`src/rtl/sort_pipe_ctrl.sv`:
```
// sort_pipe_ctrl: flow control around a free-running sorting network.
// Tracks in-flight vectors, buffers results in order, applies credit backpressure.
module sort_pipe_ctrl #(
  parameter int width = 8,
  parameter int LAT   = 5,
  parameter int DEPTH = 8,
  parameter int TAGW  = 4
) (
  input  logic             clk,
  input  logic             rst,
  input  logic             in_valid,
  output logic             in_ready,
  input  logic [width-1:0] in_data [0:31],
  output logic [width-1:0] net_in [0:31],
  input  logic [width-1:0] net_out [0:31],
  output logic             out_valid,
  input  logic             out_ready,
  output logic [width-1:0] out_data [0:31],
  output logic [TAGW-1:0]  out_tag,
  output logic             busy
);

  localparam int AW = $clog2(DEPTH);

  logic             accept;
  logic             pop;
  logic             wr;
  logic [LAT-1:0]   pv;
  logic [TAGW-1:0]  ptag [LAT];
  logic [TAGW-1:0]  tag;
  logic [AW:0]      occ;
  logic [AW:0]      cnt;
  logic [AW-1:0]    wp;
  logic [AW-1:0]    rp;
  logic [width-1:0] mem [DEPTH][32];
  logic [TAGW-1:0]  tmem [DEPTH];

  assign net_in    = in_data;
  assign accept    = in_valid && in_ready;
  assign out_valid = (cnt != '0);
  assign pop       = out_valid && out_ready;
  assign wr        = pv[LAT-1];
  // occ counts credits, so the FIFO always has room for every arrival
  assign in_ready  = (occ < (AW+1)'(DEPTH));
  assign busy      = (occ != '0);
  assign out_data  = mem[rp];
  assign out_tag   = tmem[rp];

  always_ff @(posedge clk) begin
    if (!rst) begin
      pv <= '0;
    end else begin
      pv[0] <= accept;
      for (int i = 1; i < LAT; i++) pv[i] <= pv[i-1];
    end
  end

  always_ff @(posedge clk) begin
    ptag[0] <= tag;
    for (int i = 1; i < LAT; i++) ptag[i] <= ptag[i-1];
  end

  always_ff @(posedge clk) begin
    if (!rst) begin
      tag <= '0;
    end else if (accept) begin
      tag <= tag + TAGW'(1);
    end
  end

  always_ff @(posedge clk) begin
    if (!rst) begin
      occ <= '0;
    end else begin
      unique case ({accept, pop})
        2'b10:   occ <= occ + (AW+1)'(1);
        2'b01:   occ <= occ - (AW+1)'(1);
        default: occ <= occ;
      endcase
    end
  end

  always_ff @(posedge clk) begin
    if (!rst) begin
      wp  <= '0;
      rp  <= '0;
      cnt <= '0;
    end else begin
      if (wr) wp <= wp + AW'(1);
      if (pop) rp <= rp + AW'(1);
      unique case ({wr, pop})
        2'b10:   cnt <= cnt + (AW+1)'(1);
        2'b01:   cnt <= cnt - (AW+1)'(1);
        default: cnt <= cnt;
      endcase
    end
  end

  always_ff @(posedge clk) begin
    if (wr) begin
      mem[wp]  <= net_out;
      tmem[wp] <= ptag[LAT-1];
    end
  end

endmodule
```
`config.mk`:
```
export PLATFORM = sky130hd
export DESIGN_NAME = sort_pipe_ctrl
export DESIGN_NICKNAME = d
export VERILOG_FILES = /design/src/rtl/sort_pipe_ctrl.sv
export SDC_FILE = /design/constraint.sdc
export NUM_CORES = 1
export LEC_CHECK = 0
export ABC_CLOCK_PERIOD_IN_PS = 21300
export CAP_MARGIN = 20
export CORE_AREA = 2 2 400 402
export CTS_CLUSTER_DIAMETER = 40
export DETAILED_ROUTE_END_ITERATION = 6
export DIE_AREA = 0 0 402 404
export GPL_TIMING_DRIVEN = 0
export PLACE_DENSITY = 0.82
export SLEW_MARGIN = 20
export SYNTH_ARGS = -nofsm -noshare
export SYNTH_HDL_FRONTEND = slang
export SYNTH_SLANG_ARGS = --single-unit
```
`constraint.sdc`:
```
create_clock -name clk -period 21.3 [get_ports clk]
set_input_delay 3.195 -clock clk [delete_from_list [all_inputs] [get_ports clk]]
set_output_delay 3.195 -clock clk [all_outputs]
set_load 0.005 [all_outputs]
```
=== Word level (Yosys, flattened, before mapping) ===
Memory sizes are Yosys's and may differ from the RTL's. A register that Yosys moved wholly into a read port is not among the register bits.
Cells that the tools add are included.

* Register bits after elaboration: 23
* Memory bits (writable): 2100
* Input bits: 516
* Logic and storage cells: 35
* Memories kept: 3

{| class="wikitable"
|+ Memory list
! name !! words !! width !! read ports !! clocked after memory_dff !! write ports !! line !! RTL
|-
| mem || 8 || 256 || 1 || 1 || 1 || 35 || <nowiki>logic [width-1:0] mem [DEPTH][32];</nowiki>
|-
| tmem || 8 || 4 || 1 || 1 || 1 || 36 || <nowiki>logic [TAGW-1:0] tmem [DEPTH];</nowiki>
|-
| ptag || 5 || 4 || 5 || 0 || 5 || 29 || <nowiki>logic [TAGW-1:0] ptag [LAT];</nowiki>
|}

* Add/sub/neg operators: 7
* Magnitude comparators: 1
* Equality and inequality tests: 4
* Multiplexer cells: 8
* Reduce and logical (&&, ||, !) cells: 6

{| class="wikitable"
|+ Operators by type and width
! cell !! number
|-
| 4-bit case mux with 2 select lines || 2
|-
| 4-bit by 1-bit adder with 4-bit output, second input constant || 3
|-
| 3-bit 2-to-1 mux || 4
|-
| 4-bit nonzero test || 2
|-
| 4-bit by 1-bit subtractor with 4-bit output, second input constant || 2
|-
| 3-bit by 1-bit adder with 3-bit output, second input constant || 2
|-
| 2-bit by 1-bit == test with 1-bit output, second input constant || 2
|-
| 2-bit == test, second input constant || 2
|-
| 4-bit less-than comparator, second input constant || 1
|-
| 2-bit nonzero test || 2
|-
| 1-bit logical AND || 2
|-
| 1-bit 2-to-1 mux || 2
|}

=== Longest topological paths before layout ===
* Depth after elaboration: 4
* Depth in mapped cells: 10
* Gate-level depth less buffers: 8

=== Worst setup path after synthesis ===
No wires, ideal clock.

* Path kind: reg2reg
* Start: register pv[4]
* End: memory mem[0][0] (netlist name) (enable)
* Setup time: 1200 ps
* Arrival time: 18197 ps
* Path slack: 1903 ps
* Cell stages (with the launch flop): 4
* Path through: dfxtp_1 clkbuf_1 nand2b_1 nor3_1

* Longest elaborated chain between the ends: 2

{| class="wikitable"
|+ Ends and longest elaborated chain
! element !! line !! RTL
|-
| from (decl) || 28 || <nowiki>logic [LAT-1:0] pv;</nowiki>
|-
| from (signal assigned) || 51 || <nowiki>pv <= '0;</nowiki>
|-
| 1-bit 2-to-1 mux || 100 || <nowiki>if (wr) begin</nowiki>
|-
| 1-bit 2-to-1 mux (implied by the code) || 101 || <nowiki>mem[wp] <= net_out;</nowiki>
|-
| to (decl) || 35 ||
|}

Every way passes these cells.

==> flow_metrics.tcl <==
set metrics [dict create \
    grt_overflow_total 0 \
    place_ws_ps 14140 \
    drc 0 \
    relSlewSlack 0.301 \
    clock-sinks 2126 \
    drive_above_1_share 0.348 \
    detail-route-antenna-nets 0 \
    synth_edf_count 2080 \
    fill_cells 9484 \
    post_cts_resized 0 \
    path_cells "buf_2, buf_2, buf_1, mux4_2, mux2_2, clkdlybuf4s50_1" \
    cellLeakagePower_nw 33.0 \
    drtIter0Drc 4909 \
    ys_async_sr_fraction 0 \
    ys_types 47 \
    yosys_most_used_dff "edfxtp_1" \
    synth.avg_cell_area_sq_um 23.8 \
    cpLargestDelayFamily "buffers and inverters" \
    synth_fp_nets 3950 \
    synth-seq-cells 2126 \
    firstDrtPassIters 5 \
    clk_path_buf_depth 3 \
    power_density_nw_per_um2 87.6 \
    vias_per_cell 5.99 \
    period_needed_ps 7440 \
    ys_warn_count 0 \
    synth_area_sq_um 81700 \
    worst_pin_slew_ps 1050 \
    worstSetupPathType "flip-flop to output port" \
    row_count 146 \
    dp_hpwl_mm 151 \
    fin_crit_sh 0.350 \
    clkLatencyLatePin_ps 850 \
    hold_violations 0 \
    htree_num_levels 4 \
    crit_required_ps 18110 \
    routabilityCongestion 0.841 \
    worst_setup_hold_path_clk_slew_ps 60 \
    antenna_found_initial 61 \
    post_cts_buffers 0 \
    report.final.slew_viol_count 0 \
    syn_to_final_growth_pct 26.4 \
    syn_inst 3427 \
    status "completed" \
    hold_buffers 0 \
    start_util 0.518 \
    vias 41600 \
    wirelength_mm 228 \
    cpMostUsedCell "buf_2" \
    path_max_fanout 10 \
    endpoint_kind "output port" \
    post_drt_wl_per_cell_um 32.9 \
    rsz0062_at_grt "false" \
    ys_seq_area_frac 0.776 \
    crit_path_max_incr_delay_ps 770 \
    finClkSkew_ps 88.4 \
    cp_slowest_cell "buf_1" \
    die_w_um 402 \
    grt_max_degree 22 \
    setup-violations-final 0 \
    worst_slack_ps 13860 \
    setup-tns-final_ps 0 \
    die_y_um 404 \
    timing.hold.ws_ps 319 \
    maxCapViolCount 0 \
    fmax_ghz 0.134 \
    utilization 0.654 \
    port-buffer-count 778 \
    core_area_sq_um 158000 \
    grt_pass1_wl_mm 320 \
    pin_count 1035 \
    critPathArrivalTime_ps 4250 \
    cts_tree "done" \
    startpoint_type "flip-flop" \
    track_usage 0.279 \
    grt_pass1_vias 42900 \
    root_buffer "clkbuf_16" \
    peakVddDrop_mv 0.0870 \
    hp-class "flip-flop to flip-flop" \
    worst-path-buf-inv 4 \
    layout.nets 5147 \
    die_area_sq_um 162000 \
    numCtsBuffers 239 \
]
[sequential cells by signal (all words and copies together), names as in the netlist, named ones only]
register	cells
mem	2048
ptag	20
tmem	32
wp	3
occ	4
tag	4
cnt	4
pv	5
rp	3
[cell usage in the layout, fill, tap and decap left out, drive strengths merged, types with 2 or more instances in the layout]
master and count:
bufinv 21, nor3b 2, nand4 3, dfxtp 46, ha 7, mux2 261
buf 545, nor2 25, nor3 3, mux2i 5, nor4b 2, nand2 8
inv 49, clkbuf 324, clkdlybuf4s50 778, a21oi 2, and2 4, clkinv 73
xnor2 3, clkinvlp 21, xor2 8, a31oi 2, nand3 4, nand2b 6
or4 2, diode 43, mux4 520, edfxtp 2080
[cells in the mapped netlist, drive strengths merged, types with 3 or more instances]
cell type  instances  area share
and2               4     0.00031
buf              367       0.034
clkbuf            43      0.0020
dfxtp             46       0.011
edfxtp          2080        0.76
ha                 7      0.0011
inv                5     0.00023
mux2             261       0.036
mux2i              5     0.00061
mux4             520        0.14
nand2              8     0.00037
nand2b             6     0.00046
nand3              4     0.00025
nand4              3     0.00023
nor2              25      0.0011
nor3               3     0.00018
xnor2              3     0.00032
xor2               8     0.00086
[per-stage QoR]
stage,std cells,power (mW),instance area [sq um]
6_report,6938,9.05,103000
5_1_grt,6906,9.27,103000
4_1_cts,6895,9.09,103000
3_5_place_dp,6455,5.02,95100
3_3_place_gp,6277,5.01,92100
2_1_floorplan,3427,4.81,81700
[metal layers]
layer | vias to the layer above | global-route usage | part of all wire
met5 | - | 0 | 0.0014
li1 | 16600 | - | -
met3 | 464 | 0.0899 | 0.11
met1 | 21800 | 0.351 | 0.35
met4 | 46 | 0.121 | 0.048
met2 | 2622 | 0.448 | 0.49
[layout make-up]
cell class                      instances  area [sq um]  area share
Antenna cell                           43           108     0.00104
Buffer                                410          2940      0.0285
Clock buffer                          281          6220      0.0602
Clock inverter                        159          1830      0.0178
Inverter                                5          18.8    0.000182
Multi-Input combinational cell        886         15400       0.149
Sequential cell                      2126         63400       0.614
Tap cell                             2072          2590      0.0251
Timing Repair Buffer                  956         10800       0.104
[cells by family (layout without fill, tap and decap cells)]
kind of cell | Yosys count | count (layout) | share of synthesized area
AOI/OAI and AO/OA | 14 | 14 | 0.00150
xor gates and xnor gates | 11 | 11 | 0.00118
adders and majority gates | 7 | 7 | 0.00107
buffers and inverters | 415 | 1811 | 0.0362
DFF | 2126 | 2126 | 0.776
muxes | 786 | 786 | 0.180
other | 0 | 43 | 0
and+or+nand+nor | 68 | 68 | 0.00446
[final timing paths]
| kind | cells after the start | startpoint | slack, ps | to |
|---|---|---|---|---|
| setup / recovery | 6 | flip-flop | 13860 | out_data[120] |
| hold / removal | 0 | ptag[0][10] | 320 | ptag[0][14] |
| hold reg to reg | 0 | ptag[0][10] | 320 | ptag[0][14] |
| setup reg to reg | 12 | pv[4] | 17540 | mem[4][25] |
[report_power, final]
group	total (mW)	internal (mW)	switching [mW]
Sequential	4.60	4.60	0.00461
Combinational	0.331	0.187	0.144
Clock	4.12	2.38	1.74
No activity file was read; power rests on OpenSTA's default activity.
